`config.mk`:
```
export PLATFORM = sky130hd
export DESIGN_NAME = rodada_reacao
export DESIGN_NICKNAME = d
export VERILOG_FILES = /design/src/rtl/rodada_pkg.sv /design/src/rtl/rodada_if.sv /design/src/rtl/rodada_reacao_fsm.sv /design/src/rtl/sincroniza_borda.sv /design/src/rtl/rodada_reacao.sv
export SDC_FILE = /design/constraint.sdc
export NUM_CORES = 1
export LEC_CHECK = 0
export CAP_MARGIN = 25
export CORE_ASPECT_RATIO = 0.8
export CORE_MARGIN = 5
export CORE_UTILIZATION = 45
export DETAILED_ROUTE_END_ITERATION = 8
export PLACE_DENSITY = 0.74
export SETUP_SLACK_MARGIN = 0.3
export SYNTH_ARGS = -nofsm -noshare
export SYNTH_HDL_FRONTEND = slang
export SYNTH_HIERARCHICAL = 1
export SYNTH_SLANG_ARGS = --single-unit
```
`constraint.sdc`:
```
create_clock -name clock -period 3.67 [get_ports clock]
set_clock_uncertainty 0.1 [all_clocks]
set_input_delay 0.734 -clock clock [delete_from_list [all_inputs] [get_ports clock]]
set_output_delay 0.734 -clock clock [all_outputs]
set_load 0.01 [all_outputs]
```
`src/rtl/rodada_pkg.sv`:
```
// Shared types and constants for the reaction-round block.
package rodada_pkg;

  typedef enum logic [1:0] {
    IDLE,
    ESPERA,
    JOGO,
    FIM
  } estado_t;

  localparam logic [7:0] LFSR_SEED = 8'hA5;
  // Feedback taps for x^8+x^6+x^5+x^4+1 on a left-shifting register.
  localparam logic [7:0] LFSR_TAPS = 8'hB8;

  function automatic logic [7:0] lfsr_passo(input logic [7:0] v);
    return {v[6:0], ^(v & LFSR_TAPS)};
  endfunction

endpackage

```
`src/rtl/rodada_if.sv`:
```
// Round control and result signals, grouped for the round controller.
interface rodada_if;
  logic       start;
  logic       b1;
  logic       b2;
  logic       go_led;
  logic       p1vic;
  logic       p2vic;
  logic       busy;
  logic [1:0] falsa;
  logic       nulo;

  modport master (
    output start, b1, b2,
    input  go_led, p1vic, p2vic, busy, falsa, nulo
  );

  modport slave (
    input  start, b1, b2,
    output go_led, p1vic, p2vic, busy, falsa, nulo
  );
endinterface

```
`src/rtl/rodada_reacao_fsm.sv`:
```
// Round controller: random wait, go window, false-start and timeout handling.
module rodada_reacao_fsm
  import rodada_pkg::*;
#(
  parameter int unsigned DELAY_MIN = 16,
  parameter int unsigned TIMEOUT   = 255
) (
  input  logic  clock,
  input  logic  reset,
  input  logic  press1_i,
  input  logic  press2_i,
  rodada_if.slave bus
);
  estado_t    estado_q, estado_d;
  logic [8:0] cnt_q, cnt_d;
  logic [7:0] lfsr_q;
  logic       go_q, go_d;
  logic       p1_q, p1_d;
  logic       p2_q, p2_d;
  logic [1:0] falsa_q, falsa_d;
  logic       nulo_q, nulo_d;

  always_ff @(posedge clock or posedge reset) begin
    if (reset) begin
      estado_q <= IDLE;
      cnt_q    <= '0;
      lfsr_q   <= LFSR_SEED;
      go_q     <= 1'b0;
      p1_q     <= 1'b0;
      p2_q     <= 1'b0;
      falsa_q  <= '0;
      nulo_q   <= 1'b0;
    end else begin
      estado_q <= estado_d;
      cnt_q    <= cnt_d;
      lfsr_q   <= lfsr_passo(lfsr_q);
      go_q     <= go_d;
      p1_q     <= p1_d;
      p2_q     <= p2_d;
      falsa_q  <= falsa_d;
      nulo_q   <= nulo_d;
    end
  end

  // Presses take priority over the counter reaching zero in the same cycle.
  always_comb begin
    estado_d = estado_q;
    cnt_d    = cnt_q;
    go_d     = go_q;
    p1_d     = 1'b0;
    p2_d     = 1'b0;
    falsa_d  = falsa_q;
    nulo_d   = nulo_q;
    case (estado_q)
      IDLE: begin
        if (bus.start) begin
          estado_d = ESPERA;
          falsa_d  = '0;
          nulo_d   = 1'b0;
          cnt_d    = 9'(DELAY_MIN) + {1'b0, lfsr_q};
        end
      end
      ESPERA: begin
        if (press1_i && press2_i) begin
          falsa_d  = 2'b11;
          nulo_d   = 1'b1;
          estado_d = FIM;
        end else if (press1_i) begin
          falsa_d[0] = 1'b1;
          p2_d       = 1'b1;
          estado_d   = FIM;
        end else if (press2_i) begin
          falsa_d[1] = 1'b1;
          p1_d       = 1'b1;
          estado_d   = FIM;
        end else if (cnt_q == '0) begin
          go_d     = 1'b1;
          cnt_d    = 9'(TIMEOUT - 1);
          estado_d = JOGO;
        end else begin
          cnt_d = cnt_q - 9'd1;
        end
      end
      JOGO: begin
        if (press1_i || press2_i || cnt_q == '0) begin
          go_d     = 1'b0;
          estado_d = FIM;
          if (press1_i && !press2_i) begin
            p1_d = 1'b1;
          end else if (press2_i && !press1_i) begin
            p2_d = 1'b1;
          end else begin
            nulo_d = 1'b1;
          end
        end else begin
          cnt_d = cnt_q - 9'd1;
        end
      end
      FIM:     estado_d = IDLE;
      default: estado_d = IDLE;
    endcase
  end

  assign bus.go_led = go_q;
  assign bus.p1vic  = p1_q;
  assign bus.p2vic  = p2_q;
  assign bus.busy   = (estado_q != IDLE);
  assign bus.falsa  = falsa_q;
  assign bus.nulo   = nulo_q;
endmodule

```
`src/rtl/sincroniza_borda.sv`:
```
// Two-flop synchronizer followed by rising-edge detect; one-cycle press pulse.
module sincroniza_borda (
  input  logic clock,
  input  logic reset,
  input  logic botao_i,
  output logic pulso_o
);
  logic s1_q, s2_q, ant_q;

  always_ff @(posedge clock or posedge reset) begin
    if (reset) begin
      s1_q  <= 1'b0;
      s2_q  <= 1'b0;
      ant_q <= 1'b0;
    end else begin
      s1_q  <= botao_i;
      s2_q  <= s1_q;
      ant_q <= s2_q;
    end
  end

  assign pulso_o = s2_q & ~ant_q;
endmodule

```
`src/rtl/rodada_reacao.sv`:
```
// Two-player reaction round: button conditioning plus round controller.
module rodada_reacao #(
  parameter int unsigned DELAY_MIN = 16,
  parameter int unsigned TIMEOUT   = 255
) (
  input  logic       clock,
  input  logic       reset,
  input  logic       start,
  input  logic       b1,
  input  logic       b2,
  output logic       go_led,
  output logic       p1vic,
  output logic       p2vic,
  output logic       busy,
  output logic [1:0] falsa,
  output logic       nulo
);
  rodada_if u_bus ();
  logic press1, press2;

  assign u_bus.start = start;
  assign u_bus.b1    = b1;
  assign u_bus.b2    = b2;

  sincroniza_borda u_sinc1 (
    .clock   (clock),
    .reset   (reset),
    .botao_i (u_bus.b1),
    .pulso_o (press1)
  );

  sincroniza_borda u_sinc2 (
    .clock   (clock),
    .reset   (reset),
    .botao_i (u_bus.b2),
    .pulso_o (press2)
  );

  rodada_reacao_fsm #(
    .DELAY_MIN (DELAY_MIN),
    .TIMEOUT   (TIMEOUT)
  ) u_fsm (
    .clock    (clock),
    .reset    (reset),
    .press1_i (press1),
    .press2_i (press2),
    .bus      (u_bus)
  );

  assign go_led = u_bus.go_led;
  assign p1vic  = u_bus.p1vic;
  assign p2vic  = u_bus.p2vic;
  assign busy   = u_bus.busy;
  assign falsa  = u_bus.falsa;
  assign nulo   = u_bus.nulo;
endmodule
```
* Word level (Yosys, flattened, before mapping) *
Cells that the tools add are included.
W data, S select, Z words.

operators by class
  add/subtract/negate cells = 2
  multiply operators = 0
  div/mod/pow operators = 0
  magnitude comparators = 0
  equal/unequal tests = 17
  shift-type cells = 0
  mux-type cells = 44
  bitwise operators = 4
  reduce and logical (&&, ||, !) cells = 20

operator list
  cell                   number
  $mux W9                6
  $pmux W9 S3            1
  $mux W1                23
  $reduce_and A6 Y1      3
  $mux W2                8
  $ne A2 B2 Y1 const B   7
  $add A5 B8 Y9 const A  1
  $logic_not A9 Y1       1
  $sub A9 B1 Y9 const B  1
  $pmux W2 S4            1
  $reduce_xor A8 Y1      1
  $ne A2 B1 Y1 const B   3
  $ne A3 B1 Y1 const B   2
  $pmux W1 S2            3
  $reduce_and A3 Y1      2
  $reduce_bool A2 Y1     3
  $ne A5 B1 Y1 const B   1
  $eq A2 B2 Y1 const B   2
  $pmux W2 S2            1
  $reduce_and A4 Y1      1
  $logic_and A1 B1 Y1    3
  $ne A3 B3 Y1 const B   1
  $pmux W1 S3            1
  $reduce_bool A3 Y1     1
  6 further kinds        10

storage, ports and cells
  register bits after elaboration = 31
  bits in latches = 0
  bits in writable memories = 0
  memory bits (read-only) = 0
  memories kept = 0

* Longest topological paths before layout *
  depth in word-level cells = 8
  depth in mapped cells = 8
  gate-level depth less buffers = 6

* Cells and area by module *
The synthesis kept the hierarchy.

by module, submodules not included
  module             times used  cells each  area each (um^2)  seq. area each (um^2)
  rodada_reacao_fsm  1           152         1532.7            630.6
  sincroniza_borda   2           5           92.6              75.1

* Least setup slack after synthesis *
Ideal clock, no wire load.

  path type = register -> register
  start = register u_fsm.estado_q[0]
  end = register u_fsm.cnt_q[2]
  setup time = 0.126 ns
  data arrival time = 1.875 ns
  required time = 3.444 ns
  path slack = 1.569 ns
  cell stages (with the launch flop) = 9
  path buffers = 2
  cells stage by stage = dfrtp_1 -> inv_1 -> ha_1 -> nor2b_1 -> or2_2 -> clkbuf_1 -> a21o_1 -> buf_6 -> o32a_1

on the way
  longest elaborated chain between the ends = 3
  elaborated cells between the ends (all ways) = 11
  classes of those cells = 7 x eq/ne; 1 x mux; 3 x reduce/logical

RTL lines
  element                                                              RTL line                 source
  from (decl)                                                          rodada_reacao_fsm.sv:14  estado_t estado_q, estado_d;
  from (signal assigned)                                               rodada_reacao_fsm.sv:34  estado_q <= estado_d;
  $eq A2 B2 Y1 (tied with other cells)                                 rodada_reacao_fsm.sv:54  case (estado_q)
  $ne A2 B2 Y1 (no line) / $reduce_bool A3 Y1 (equally long branches)  --
  $reduce_and A6 Y1 (no line)                                          --
  to (signal assigned)                                                 rodada_reacao_fsm.sv:35  cnt_q <= cnt_d;
  to (decl)                                                            rodada_reacao_fsm.sv:15  logic [8:0] cnt_q, cnt_d;

Parallel ways exist; a longest one is shown, timed or not.
A chain may end at the register's enable or synchronous reset.

* Worst setup path in the final report *
  start = register u_fsm.estado_q[1]
  end = register u_fsm.cnt_q[3]

The elaborated chain is that of the path after synthesis.

==> results by group <==
Logic synthesis
  • Post-synth EDFFs: 0
  • Post-synth top area cell: dfrtp_1
  • Synth top area cells: dfrtp_1 39%, dfstp_2 6.1%, ha_1 5.8%
  • Syn nets: 175
  • Ys Warns: 6
  • Post-synth ARST share: 100%
  • FF+latch count, synth: 31
  • Top FF cell, synth: dfrtp_1
  • Avg Cell Area, Syn: 10.6 µm²
  • Mapped Cells: 162
  • Top-count cell post-synth: dfrtp_1
  • Commonest cells in the synthesized netlist: 27 x dfrtp_1, 14 x inv_1, 10 x a21oi_1
  • Mapped cell area: 1720 µm²
  • Unique masters post-synth: 50
  • Synth top area share: 39.3%
  • Post-synthesis sequential area ratio: 45.4%

Cells and area
  • Final Cell Area: 1960 µm²
  • Layout Nets: 185
  • N_diodes: 0
  • Area delta synth->final: 13.8%
  • Layout Cells excl Fill: 217
  • Share of post-route cells with drive strength above 1: 12.7%
  • Finished Core Util: 52.1%

Placed design
  • Port Buffers: 11
  • Dpl cell area: 1820 µm²
  • Placed insts: 208
  • Gp weighted congestion: 0.971
  • Hpwl dp: 2.88 mm

Clock network
  • Hold buffers post-CTS: 0
  • CTS tree: yes
  • Worst-path clk slew: 0.07 ns
  • Clock Latency Late Sink: 0.29 ns
  • Post-CTS Setup Inserts: 0
  • CTS Buf Count: 5
  • Max H-tree Level: 2
  • Longest Clk Path Bufs: 2
  • Clock sink count: 31
  • Post-CTS Resized: 0
  • CTS Root Cell: clkbuf_8

GRT
  • Initial antenna violation count: 0
  • Vias in the first global route: 1306
  • Total gr overflow: 0
  • Global-route wire length before repair: 6.82 mm
  • Largest net degree at the start of global routing: 26
  • GRT Util Overall: 17.6%

Drt
  • Final antenna-violating net count: 0
  • DRT iter0 DRCs: 115
  • Post-Route WL: 4.05 mm
  • Vias per inst: 6.17
  • DR WL/cell: 18.6 µm
  • Via Count: 1339
  • DRC viols: 0
  • First-pass iteration count of the detailed router: 4

STA
  • Final Max Slew Viols: 0
  • Worst slew pin tran: 0.793 ns
  • Hold Fails Final Rpt: 0
  • Fin crit share: 71.2%
  • # setup viols final: 0
  • Final Critical Period: 2.61 ns
  • Fmax: 383 MHz
  • Fin Setup TNS: 0 ns
  • Worst hold margin: 0.249 ns
  • RSZ-0062 raised after global routing: no
  • Slew headroom: 47.0%

Setup path
  • Worst Path Required: 3.74 ns
  • Max FO, Critical Path: 16
  • Kind of critical path: register to register
  • Reg2Reg Setup Slack: 1.06 ns
  • Worst R2R Path Depth: 6
  • CP peak stage delay: 0.52 ns
  • Crit start category: register
  • R2r endpoint: u_fsm/cnt_q[3]
  • Slowest-stage cell, CP: ha_1
  • Worst Path Arrival: 2.68 ns
  • Critical Path Sink Type: register
  • FF-to-FF Start: u_fsm/estado_q[1]
  • CP cell instances: inv_1 -> ha_1 -> o21a_1 -> or2_1 -> a21o_1 -> mux2_1

Worst hold path
  • Hold Path Depth: 0
  • HP Class: register to register
  • Worst Hold End: u_sinc1/s2_q
  • Hold path startpoint: u_sinc1/s1_q

Floorplanning
  • Cell Rows: 20
  • Die X: 79.1 µm
  • Die H: 65.3 µm
  • Core ar.: 3750 µm²
  • Initial Utilization: 45.8%
  • # IOs: 12
  • Die area: 5160 µm²

Pwr
  • Power Density: 892 nW/µm²
  • Worst VDD drop: 0.000439 V
  • Leakage power: 0.849 nW

Outcome
  • Run status: completed

Flow run
  • Max_cap viols: 0
[cell type report]
cell class,count,area (µm²)
Clock buffer,5,68.8
Clock inverter,3,43.8
Fill cell,334,1800
Inverter,14,52.6
Multi-Input combinational cell,108,817
Sequential cell,31,781
Tap cell,44,55.1
Timing Repair Buffer,12,138
[worst max-delay path: cells and delay by family, from the launching register on]
kind / cells / cell delay [ns]
adder cells (fa/ha/maj): 1 / 0.52
AND/OR/NAND/NOR: 1 / 0.28
flip-flops: 1 / 0.41
buffers and inverters: 1 / 0.13
AO/OA/AOI/OAI: 2 / 0.67
multiplexers: 1 / 0.37
[layout by cell type, fill, tap and decap left out, drive strengths merged, types with 5 or more instances in the layout]
cell type / synthesis / layout
a21oi: 10 / 10
a221oi: 5 / 5
clkbuf: 4 / 5
clkdlybuf4s50: 0 / 11
dfrtp: 27 / 27
ha: 8 / 8
inv: 14 / 14
nor2: 9 / 9
nor2b: 8 / 8
o21ai: 7 / 7
[per-stage QoR]
stage | setup slack [ns] | total power (W)
floorplan | 1.57 | 0.00117
global placement | 1.08 | 0.00136
finish | 1.06 | 0.00174
CTS | 1.11 | 0.00173
global route | 0.953 | 0.00186
detailed placement | 1.07 | 0.00139
[metal layers]
layer  wire length [µm]  vias up  global-route usage, %
met3                336        4                   4.11
li1                   -      620                      -
met2               1700       47                   23.6
met5                  0        -                      0
met4                 36        0                   7.08
met1               1980      668                   26.9
[cells by family after synthesis]
family	Yosys count	share of synthesized area, %
adder cells (fa/ha/maj)	8	5.83
XOR/XNOR	3	1.53
AO/OA/AOI/OAI	54	22.6
AND/OR/NAND/NOR	38	14.5
multiplexers	5	3.13
flip-flops	31	45.4
buffers and inverters	23	6.99
[flip-flops by register name, summed over array words and instances (netlist names)]
name              count
u_sinc1/ant_q         1
u_fsm/cnt_q           9
u_fsm/bus.p2vic       1
u_fsm/bus.nulo        1
u_fsm/bus.go_led      1
u_sinc2/s2_q          1
u_sinc2/s1_q          1
u_sinc1/s1_q          1
u_fsm/bus.falsa       2
u_sinc1/s2_q          1
u_sinc2/ant_q         1
u_fsm/lfsr_q          8
u_fsm/bus.p1vic       1
u_fsm/estado_q        2
[power breakdown]
group	switching, W	internal [W]	total, W
registers	0.0000739	0.000421	0.000495
clock network	0.000134	0.000202	0.000336
logic	0.000538	0.000376	0.000914
total	0.000746	0.000999	0.00174
[worst max-delay path by stage]
stage,end,start,slack [ns]
floorplan,u_fsm/cnt_q[2],u_fsm/estado_q[0],1.57
global placement,u_fsm/cnt_q[5],start,1.08
detailed placement,u_fsm/cnt_q[6],start,1.07
global route,u_fsm/cnt_q[3],u_fsm/estado_q[1],0.95
CTS,u_fsm/cnt_q[3],u_fsm/cnt_q[0],1.11
finish,u_fsm/cnt_q[3],u_fsm/estado_q[1],1.06
Note: power is estimated with default switching activity, not from simulation.
